**src/rtl/multicycle_controller_pkg.sv**
```systemverilog
// ============================================================================
// Module  : mc_ctrl_pkg
// Purpose : Shared encodings for the multicycle MIPS controller.
//           Covers FSM states, opcodes, functs, ALU op classes and ALU codes.
// Rev     : 1.0
// ============================================================================
`default_nettype none

package mc_ctrl_pkg;

    localparam logic [3:0] C_FETCH   = 4'd0;
    localparam logic [3:0] C_DECODE  = 4'd1;
    localparam logic [3:0] C_MEMADR  = 4'd2;
    localparam logic [3:0] C_MEMRD   = 4'd3;
    localparam logic [3:0] C_MEMWB   = 4'd4;
    localparam logic [3:0] C_MEMWR   = 4'd5;
    localparam logic [3:0] C_RTYPEEX = 4'd6;
    localparam logic [3:0] C_RTYPEWB = 4'd7;
    localparam logic [3:0] C_BEQEX   = 4'd8;
    localparam logic [3:0] C_ADDIEX  = 4'd9;
    localparam logic [3:0] C_ADDIWB  = 4'd10;
    localparam logic [3:0] C_JEX     = 4'd11;

    localparam logic [5:0] C_OP_LW    = 6'b100011;
    localparam logic [5:0] C_OP_SW    = 6'b101011;
    localparam logic [5:0] C_OP_RTYPE = 6'b000000;
    localparam logic [5:0] C_OP_BEQ   = 6'b000100;
    localparam logic [5:0] C_OP_ADDI  = 6'b001000;
    localparam logic [5:0] C_OP_J     = 6'b000010;

    localparam logic [5:0] C_FUNCT_ADD = 6'b100000;
    localparam logic [5:0] C_FUNCT_SUB = 6'b100010;
    localparam logic [5:0] C_FUNCT_AND = 6'b100100;
    localparam logic [5:0] C_FUNCT_OR  = 6'b100101;
    localparam logic [5:0] C_FUNCT_SLT = 6'b101010;

    localparam logic [1:0] C_ALUOP_ADD   = 2'b00;
    localparam logic [1:0] C_ALUOP_SUB   = 2'b01;
    localparam logic [1:0] C_ALUOP_FUNCT = 2'b10;

    localparam logic [2:0] C_ALU_AND = 3'b000;
    localparam logic [2:0] C_ALU_OR  = 3'b001;
    localparam logic [2:0] C_ALU_ADD = 3'b010;
    localparam logic [2:0] C_ALU_SUB = 3'b110;
    localparam logic [2:0] C_ALU_SLT = 3'b111;

endpackage

`default_nettype wire

```
**src/rtl/multicycle_controller_if.sv**
```systemverilog
// ============================================================================
// Module  : mc_ctrl_if
// Purpose : Controller <-> datapath bundle; master = controller side.
// Rev     : 1.0
// ============================================================================
`default_nettype none

interface mc_ctrl_if;
    logic [5:0] op;
    logic [5:0] funct;
    logic       zero;
    logic       pcen;
    logic       memwrite;
    logic       irwrite;
    logic       regwrite;
    logic       alusrca;
    logic       iord;
    logic       memtoreg;
    logic       regdst;
    logic [1:0] alusrcb;
    logic [1:0] pcsrc;
    logic [2:0] alucontrol;
    logic [3:0] state;

    modport master (
        input  op, funct, zero,
        output pcen, memwrite, irwrite, regwrite, alusrca, iord, memtoreg,
               regdst, alusrcb, pcsrc, alucontrol, state
    );

    modport slave (
        output op, funct, zero,
        input  pcen, memwrite, irwrite, regwrite, alusrca, iord, memtoreg,
               regdst, alusrcb, pcsrc, alucontrol, state
    );
endinterface

`default_nettype wire

```
**src/rtl/multicycle_controller_aludec.sv**
```systemverilog
// ============================================================================
// Module  : aludec
// Purpose : Combinational ALU decoder, (aluop, funct) -> alucontrol.
// Rev     : 1.0
// ============================================================================
`default_nettype none

module aludec
    import mc_ctrl_pkg::*;
(
    input  wire logic [1:0] aluop,
    input  wire logic [5:0] funct,
    output logic      [2:0] alucontrol
);

    always_comb begin
        alucontrol = C_ALU_ADD;
        case (aluop)
            C_ALUOP_SUB: alucontrol = C_ALU_SUB;
            C_ALUOP_FUNCT: begin
                case (funct)
                    C_FUNCT_ADD: alucontrol = C_ALU_ADD;
                    C_FUNCT_SUB: alucontrol = C_ALU_SUB;
                    C_FUNCT_AND: alucontrol = C_ALU_AND;
                    C_FUNCT_OR:  alucontrol = C_ALU_OR;
                    C_FUNCT_SLT: alucontrol = C_ALU_SLT;
                    default:     alucontrol = C_ALU_ADD;
                endcase
            end
            default: alucontrol = C_ALU_ADD;
        endcase
    end

endmodule

`default_nettype wire

```
**src/rtl/multicycle_controller.sv**
```systemverilog
// ============================================================================
// Module  : multicycle_controller
// Purpose : Moore control FSM for the multicycle MIPS datapath.
// Rev     : 1.0
// ============================================================================
`default_nettype none

module multicycle_controller
    import mc_ctrl_pkg::*;
(
    input  wire logic  clk,
    input  wire logic  reset,
    mc_ctrl_if.master  bus
);

    logic [3:0] state_q, state_d;
    logic       pcwrite, branch, memwrite, irwrite, regwrite;
    logic       alusrca, iord, memtoreg, regdst, legal_state;
    logic [1:0] alusrcb, pcsrc, aluop;
    logic [2:0] aludec_out;

    always_ff @(posedge clk or posedge reset) begin
        if (reset) state_q <= C_FETCH;
        else       state_q <= state_d;
    end

    always_comb begin
        state_d     = C_FETCH;
        pcwrite     = 1'b0;
        branch      = 1'b0;
        memwrite    = 1'b0;
        irwrite     = 1'b0;
        regwrite    = 1'b0;
        alusrca     = 1'b0;
        iord        = 1'b0;
        memtoreg    = 1'b0;
        regdst      = 1'b0;
        alusrcb     = 2'b00;
        pcsrc       = 2'b00;
        aluop       = C_ALUOP_ADD;
        legal_state = 1'b1;
        case (state_q)
            C_FETCH: begin
                alusrcb = 2'b01;
                irwrite = 1'b1;
                pcwrite = 1'b1;
                state_d = C_DECODE;
            end
            C_DECODE: begin
                alusrcb = 2'b11;
                case (bus.op)
                    C_OP_LW, C_OP_SW: state_d = C_MEMADR;
                    C_OP_RTYPE:       state_d = C_RTYPEEX;
                    C_OP_BEQ:         state_d = C_BEQEX;
                    C_OP_ADDI:        state_d = C_ADDIEX;
                    C_OP_J:           state_d = C_JEX;
                    default:          state_d = C_FETCH;
                endcase
            end
            C_MEMADR: begin
                alusrca = 1'b1;
                alusrcb = 2'b10;
                state_d = (bus.op == C_OP_SW) ? C_MEMWR : C_MEMRD;
            end
            C_MEMRD: begin
                iord    = 1'b1;
                state_d = C_MEMWB;
            end
            C_MEMWB: begin
                memtoreg = 1'b1;
                regwrite = 1'b1;
            end
            C_MEMWR: begin
                iord     = 1'b1;
                memwrite = 1'b1;
            end
            C_RTYPEEX: begin
                alusrca = 1'b1;
                aluop   = C_ALUOP_FUNCT;
                state_d = C_RTYPEWB;
            end
            C_RTYPEWB: begin
                regdst   = 1'b1;
                regwrite = 1'b1;
            end
            C_BEQEX: begin
                alusrca = 1'b1;
                aluop   = C_ALUOP_SUB;
                pcsrc   = 2'b01;
                branch  = 1'b1;
            end
            C_ADDIEX: begin
                alusrca = 1'b1;
                alusrcb = 2'b10;
                state_d = C_ADDIWB;
            end
            C_ADDIWB: regwrite = 1'b1;
            C_JEX: begin
                pcsrc   = 2'b10;
                pcwrite = 1'b1;
            end
            // Unreachable encodings drive nothing and fall back to FETCH.
            default: legal_state = 1'b0;
        endcase
    end

    aludec u_aludec (
        .aluop      (aluop),
        .funct      (bus.funct),
        .alucontrol (aludec_out)
    );

    assign bus.pcen       = pcwrite | (branch & bus.zero);
    assign bus.memwrite   = memwrite;
    assign bus.irwrite    = irwrite;
    assign bus.regwrite   = regwrite;
    assign bus.alusrca    = alusrca;
    assign bus.iord       = iord;
    assign bus.memtoreg   = memtoreg;
    assign bus.regdst     = regdst;
    assign bus.alusrcb    = alusrcb;
    assign bus.pcsrc      = pcsrc;
    assign bus.alucontrol = legal_state ? aludec_out : 3'b000;
    assign bus.state      = state_q;

endmodule

`default_nettype wire

```
**src/flat_wrapper.sv**
```systemverilog
// flat-port wrapper written by rule: the top's interface ports become plain ports
module multicycle_controller_flat import mc_ctrl_pkg::*;
  (clk, reset, bus_op, bus_funct, bus_zero, bus_pcen, bus_memwrite, bus_irwrite, bus_regwrite, bus_alusrca, bus_iord, bus_memtoreg, bus_regdst, bus_alusrcb, bus_pcsrc, bus_alucontrol, bus_state);
  mc_ctrl_if bus_i ();
  input  wire logic clk;
  input  wire logic reset;
  input wire logic [$bits(bus_i.op)-1:0] bus_op;
  input wire logic [$bits(bus_i.funct)-1:0] bus_funct;
  input wire logic [$bits(bus_i.zero)-1:0] bus_zero;
  output wire logic [$bits(bus_i.pcen)-1:0] bus_pcen;
  output wire logic [$bits(bus_i.memwrite)-1:0] bus_memwrite;
  output wire logic [$bits(bus_i.irwrite)-1:0] bus_irwrite;
  output wire logic [$bits(bus_i.regwrite)-1:0] bus_regwrite;
  output wire logic [$bits(bus_i.alusrca)-1:0] bus_alusrca;
  output wire logic [$bits(bus_i.iord)-1:0] bus_iord;
  output wire logic [$bits(bus_i.memtoreg)-1:0] bus_memtoreg;
  output wire logic [$bits(bus_i.regdst)-1:0] bus_regdst;
  output wire logic [$bits(bus_i.alusrcb)-1:0] bus_alusrcb;
  output wire logic [$bits(bus_i.pcsrc)-1:0] bus_pcsrc;
  output wire logic [$bits(bus_i.alucontrol)-1:0] bus_alucontrol;
  output wire logic [$bits(bus_i.state)-1:0] bus_state;
  assign bus_i.op = bus_op;
  assign bus_i.funct = bus_funct;
  assign bus_i.zero = bus_zero;
  assign bus_pcen = bus_i.pcen;
  assign bus_memwrite = bus_i.memwrite;
  assign bus_irwrite = bus_i.irwrite;
  assign bus_regwrite = bus_i.regwrite;
  assign bus_alusrca = bus_i.alusrca;
  assign bus_iord = bus_i.iord;
  assign bus_memtoreg = bus_i.memtoreg;
  assign bus_regdst = bus_i.regdst;
  assign bus_alusrcb = bus_i.alusrcb;
  assign bus_pcsrc = bus_i.pcsrc;
  assign bus_alucontrol = bus_i.alucontrol;
  assign bus_state = bus_i.state;
  multicycle_controller u_core (.clk(clk), .reset(reset), .bus(bus_i));
endmodule
```
**config.mk**
```make
export PLATFORM = sky130hd
export DESIGN_NAME = multicycle_controller_flat
export DESIGN_NICKNAME = d
export VERILOG_FILES = /design/src/rtl/multicycle_controller_pkg.sv /design/src/rtl/multicycle_controller_if.sv /design/src/rtl/multicycle_controller_aludec.sv /design/src/rtl/multicycle_controller.sv /design/src/flat_wrapper.sv
export SDC_FILE = /design/constraint.sdc
export NUM_CORES = 1
export LEC_CHECK = 0
export CAP_MARGIN = 30
export CORE_AREA = 8 8 45 47
export CTS_BUF_LIST = sky130_fd_sc_hd__clkbuf_8
export CTS_CLUSTER_DIAMETER = 50
export DETAILED_ROUTE_END_ITERATION = 7
export DIE_AREA = 0 0 53 55
export DONT_BUFFER_PORTS = 1
export GPL_ROUTABILITY_DRIVEN = 0
export REMOVE_ABC_BUFFERS = 1
export SLEW_MARGIN = 40
export SYNTH_ARGS = -nofsm -noshare
export SYNTH_HDL_FRONTEND = slang
export SYNTH_SLANG_ARGS = --single-unit
export TNS_END_PERCENT = 30
```
**constraint.sdc**
```tcl
create_clock -name clk -period 5 [get_ports clk]
set_clock_uncertainty 0.05 [all_clocks]
set_input_delay 1.25 -clock clk [delete_from_list [all_inputs] [get_ports clk]]
set_output_delay 1.25 -clock clk [all_outputs]
set_load 0.005 [all_outputs]
```
==> run_results.csv <==
group,metric,value,unit
clock_tree,clkLatencyLatePin,0.22,ns
global_routing,antenna_found_initial,0,
clock_tree,postCtsHoldBufs,0,
timing,final_hold_viol_count,0,
logic_synthesis,netlist.area_leader.share,17.66,%
global_routing,grt_usage,11.00,%
logic_synthesis,synth_fa_ha_area_share,6.623,%
logic_synthesis,yosys_register_bits,4,
placement,dp_hpwl,1192,um
clock_tree,cts_root_buffer,"clkbuf_8",
floorplanning,num_rows,14,
clock_tree,cts_resized,0,
timing,maxSlewHeadroom,61.62,%
detailed_routing,drtAntennaViolNets,0,
critical_path,path_max_fanout,17,
detailed_routing,drc_errors,0,
logic_synthesis,ys_warn_count,0,
logic_synthesis,async_reset_ff_share,100.0,%
floorplanning,die_h,55,um
detailed_routing,vias,558,
timing,holdWs,0.7506,ns
detailed_routing,viasPerCell,6.065,
timing,max_freq,256.9,MHz
floorplanning,fp.dieArea,0.002915,sq mm
floorplanning,pin_count,34,
timing,slew_violations,0,
power,p_int,134.5,uW
timing,rsz0062_at_grt,"false",
clock_tree,clock_sinks,4,
logic_synthesis,synth_top_family_by_area,"simple AND/OR/NAND/NOR gates",
timing,fin_setup_tns,0,ns
placement,portBuffers,0,
logic_synthesis,avgSynthCellArea,7.267,sq um
critical_path,critPathArrivalTime,2.59,ns
logic_synthesis,synth-simple-area-share,40.18,%
status,status,"completed",
power,p_clk_share,27.5,%
cells_and_area,drive_above_1_share,7.895,%
logic_synthesis,synth_edf_count,0,
power,p_leak,0.0002611,uW
timing,period_minus_slack,3.892,ns
global_routing,grt_pass1_vias,555,
logic_synthesis,muxShareOfSynthArea,0,%
detailed_routing,totalWireLength,1594,um
timing,layout_setup_ws,1.108,ns
flow_run,maxCapViolCount,0,
power,sw_frac_of_total,46.90,%
placement,pre_cts_ws,1.322,ns
timing,min_period_over_period,77.84,%
detailed_routing,drtIter0Drc,9,
critical_path,crit_path_end_kind,"output port",
cells_and_area,final_common_cell,"nor2_1",
logic_synthesis,yosysTopAreaCell,"dfrtp_1",
timing,worstMarginPinSlew,0.5757,ns
cells_and_area,diodes,0,
critical_path,crit_type,"flop to output port",
logic_synthesis,synth_top_cells_by_area,"dfrtp_1 (18%), ha_1 (6.6%), nor2_1 (5.3%)",
clock_tree,cts_inserted_buffers,3,
logic_synthesis,yosysSeqAreaShare,17.66,%
logic_synthesis,syn_area,566.8,sq um
logic_synthesis,synth_compound_area_share,22.96,%
clock_tree,cts_tree,"yes",
cells_and_area,largest_reg_flops,4,
power,power.switching,118.8,uW
power,comb_power_share,38.8,%
clock_tree,cts-htree-levels,1,
critical_path,worstPathRequired,3.70,ns
power,power_density,415.7,mW/mm^2
power,p_seq_share,33.8,%
detailed_routing,drt-wirelength-per-cell,17.33,um
cells_and_area,layout_common_cells,"nor2_1 (8), inv_1 (7), nor3_1 (5), nand2_1 (4), dfrtp_1 (4)",
clock_tree,post_cts_buffers,0,
critical_path,start_kind,"flop",
floorplanning,core_area,0.001384,sq mm
floorplanning,initial_core_util,40.96,%
global_routing,grt_max_degree,19,
clock_tree,clkTransAtPathRegs,0.03,ns
cells_and_area,nets,96,
logic_synthesis,yosys.area_share.xor_xnor,4.636,%
cells_and_area,syn_to_final_growth,7.505,%
timing,finalSetupViolations,0,
global_routing,grt_pass1_wl,2477,um
min_path,hold_class,"input pin to async pin",
clock_tree,cts_buffer_depth,2,
logic_synthesis,synthCells,78,
detailed_routing,firstDrtPassIters,4,
logic_synthesis,ys_types,36,
floorplanning,die_x,53,um
power,ir_drop,0.2504,mV
logic_synthesis,ys.flop_type,"dfrtp_1",
global_routing,grt-ovfl-total,0,
## final timing paths
check,startpoint,end,slack [ns],depth (start not counted)
hold reg to reg,u_core.bus.state[2],u_core.bus.state[3],0.75,1
min in group clk,u_core.bus.state[2],u_core.bus.state[3],0.75,1
setup / recovery,u_core.bus.state[2],bus_alucontrol[0],1.11,7
hold / removal,reset,u_core.bus.state[3],0.75,1
setup reg to reg,u_core.bus.state[1],u_core.bus.state[2],3.46,3
max in group asynchronous,reset,u_core.bus.state[1],4.00,1
## per-stage QoR
stage	instances	cell area [sq um]	total power (uW)	util, %
after floorplan	73	548.0	154.7	-
after global placement	89	568.0	183.5	41.05
after detailed placement	89	568.0	185.4	41.05
after global routing	92	609.3	275.2	44.03
final	92	609.3	253.3	44.03
after CTS	92	609.3	254.2	44.03
## worst max-delay path, stage by stage, from the launching register on
cell and delay [ns]:
dfrtp_1 0.70, inv_1 0.19, or3_1 0.43, inv_1 0.08
ha_1 0.17, nor4bb_1 0.35, nand3_1 0.12, a221oi_1 0.33
## synthesized netlist by cell type, drive strengths merged, types with 2 or more instances
library cell / n
nor2: 8
inv: 7
clkbuf: 5
nor3: 5
dfrtp: 4
nand2: 4
a21oi: 3
and3: 3
ha: 3
nand2b: 3
o21ai: 3
a211o: 2
a211oi: 2
nand3: 2
nor2b: 2
nor4: 2
or3: 2
or4: 2
xor2: 2
## cell type report
class / count / area, sq um
clock buffer: 3 / 41.29
inverter: 7 / 26.28
tap: 16 / 20.02
sequential: 4 / 100.1
fill: 147 / 774.5
multi-input combinational: 62 / 421.7
## power groups by stage
stage	clock network [uW]	logic [uW]	registers [uW]
global route	71.9	112	91.6
finish	69.5	98.3	85.5
detailed placement	0	98.6	86.8
global placement	0	98.5	85.0
floorplan	0	81.5	73.2
CTS	69.1	99.0	86.1
## metal layers
metal	global-route usage [%]	routed length [um]	vias up
li1	-	-	286
met1	12.35	636	246
met2	17.38	723	24
met3	5.080	220	2
met4	5.172	14	0
met5	0	0	-
## cells by family after synthesis
logic type / after synthesis
xor+xnor: 3
fa+ha+maj: 3
buf+inv: 12
simple gates: 39
flops: 4
compound gates: 17
(Power assumes the default switching activity.)
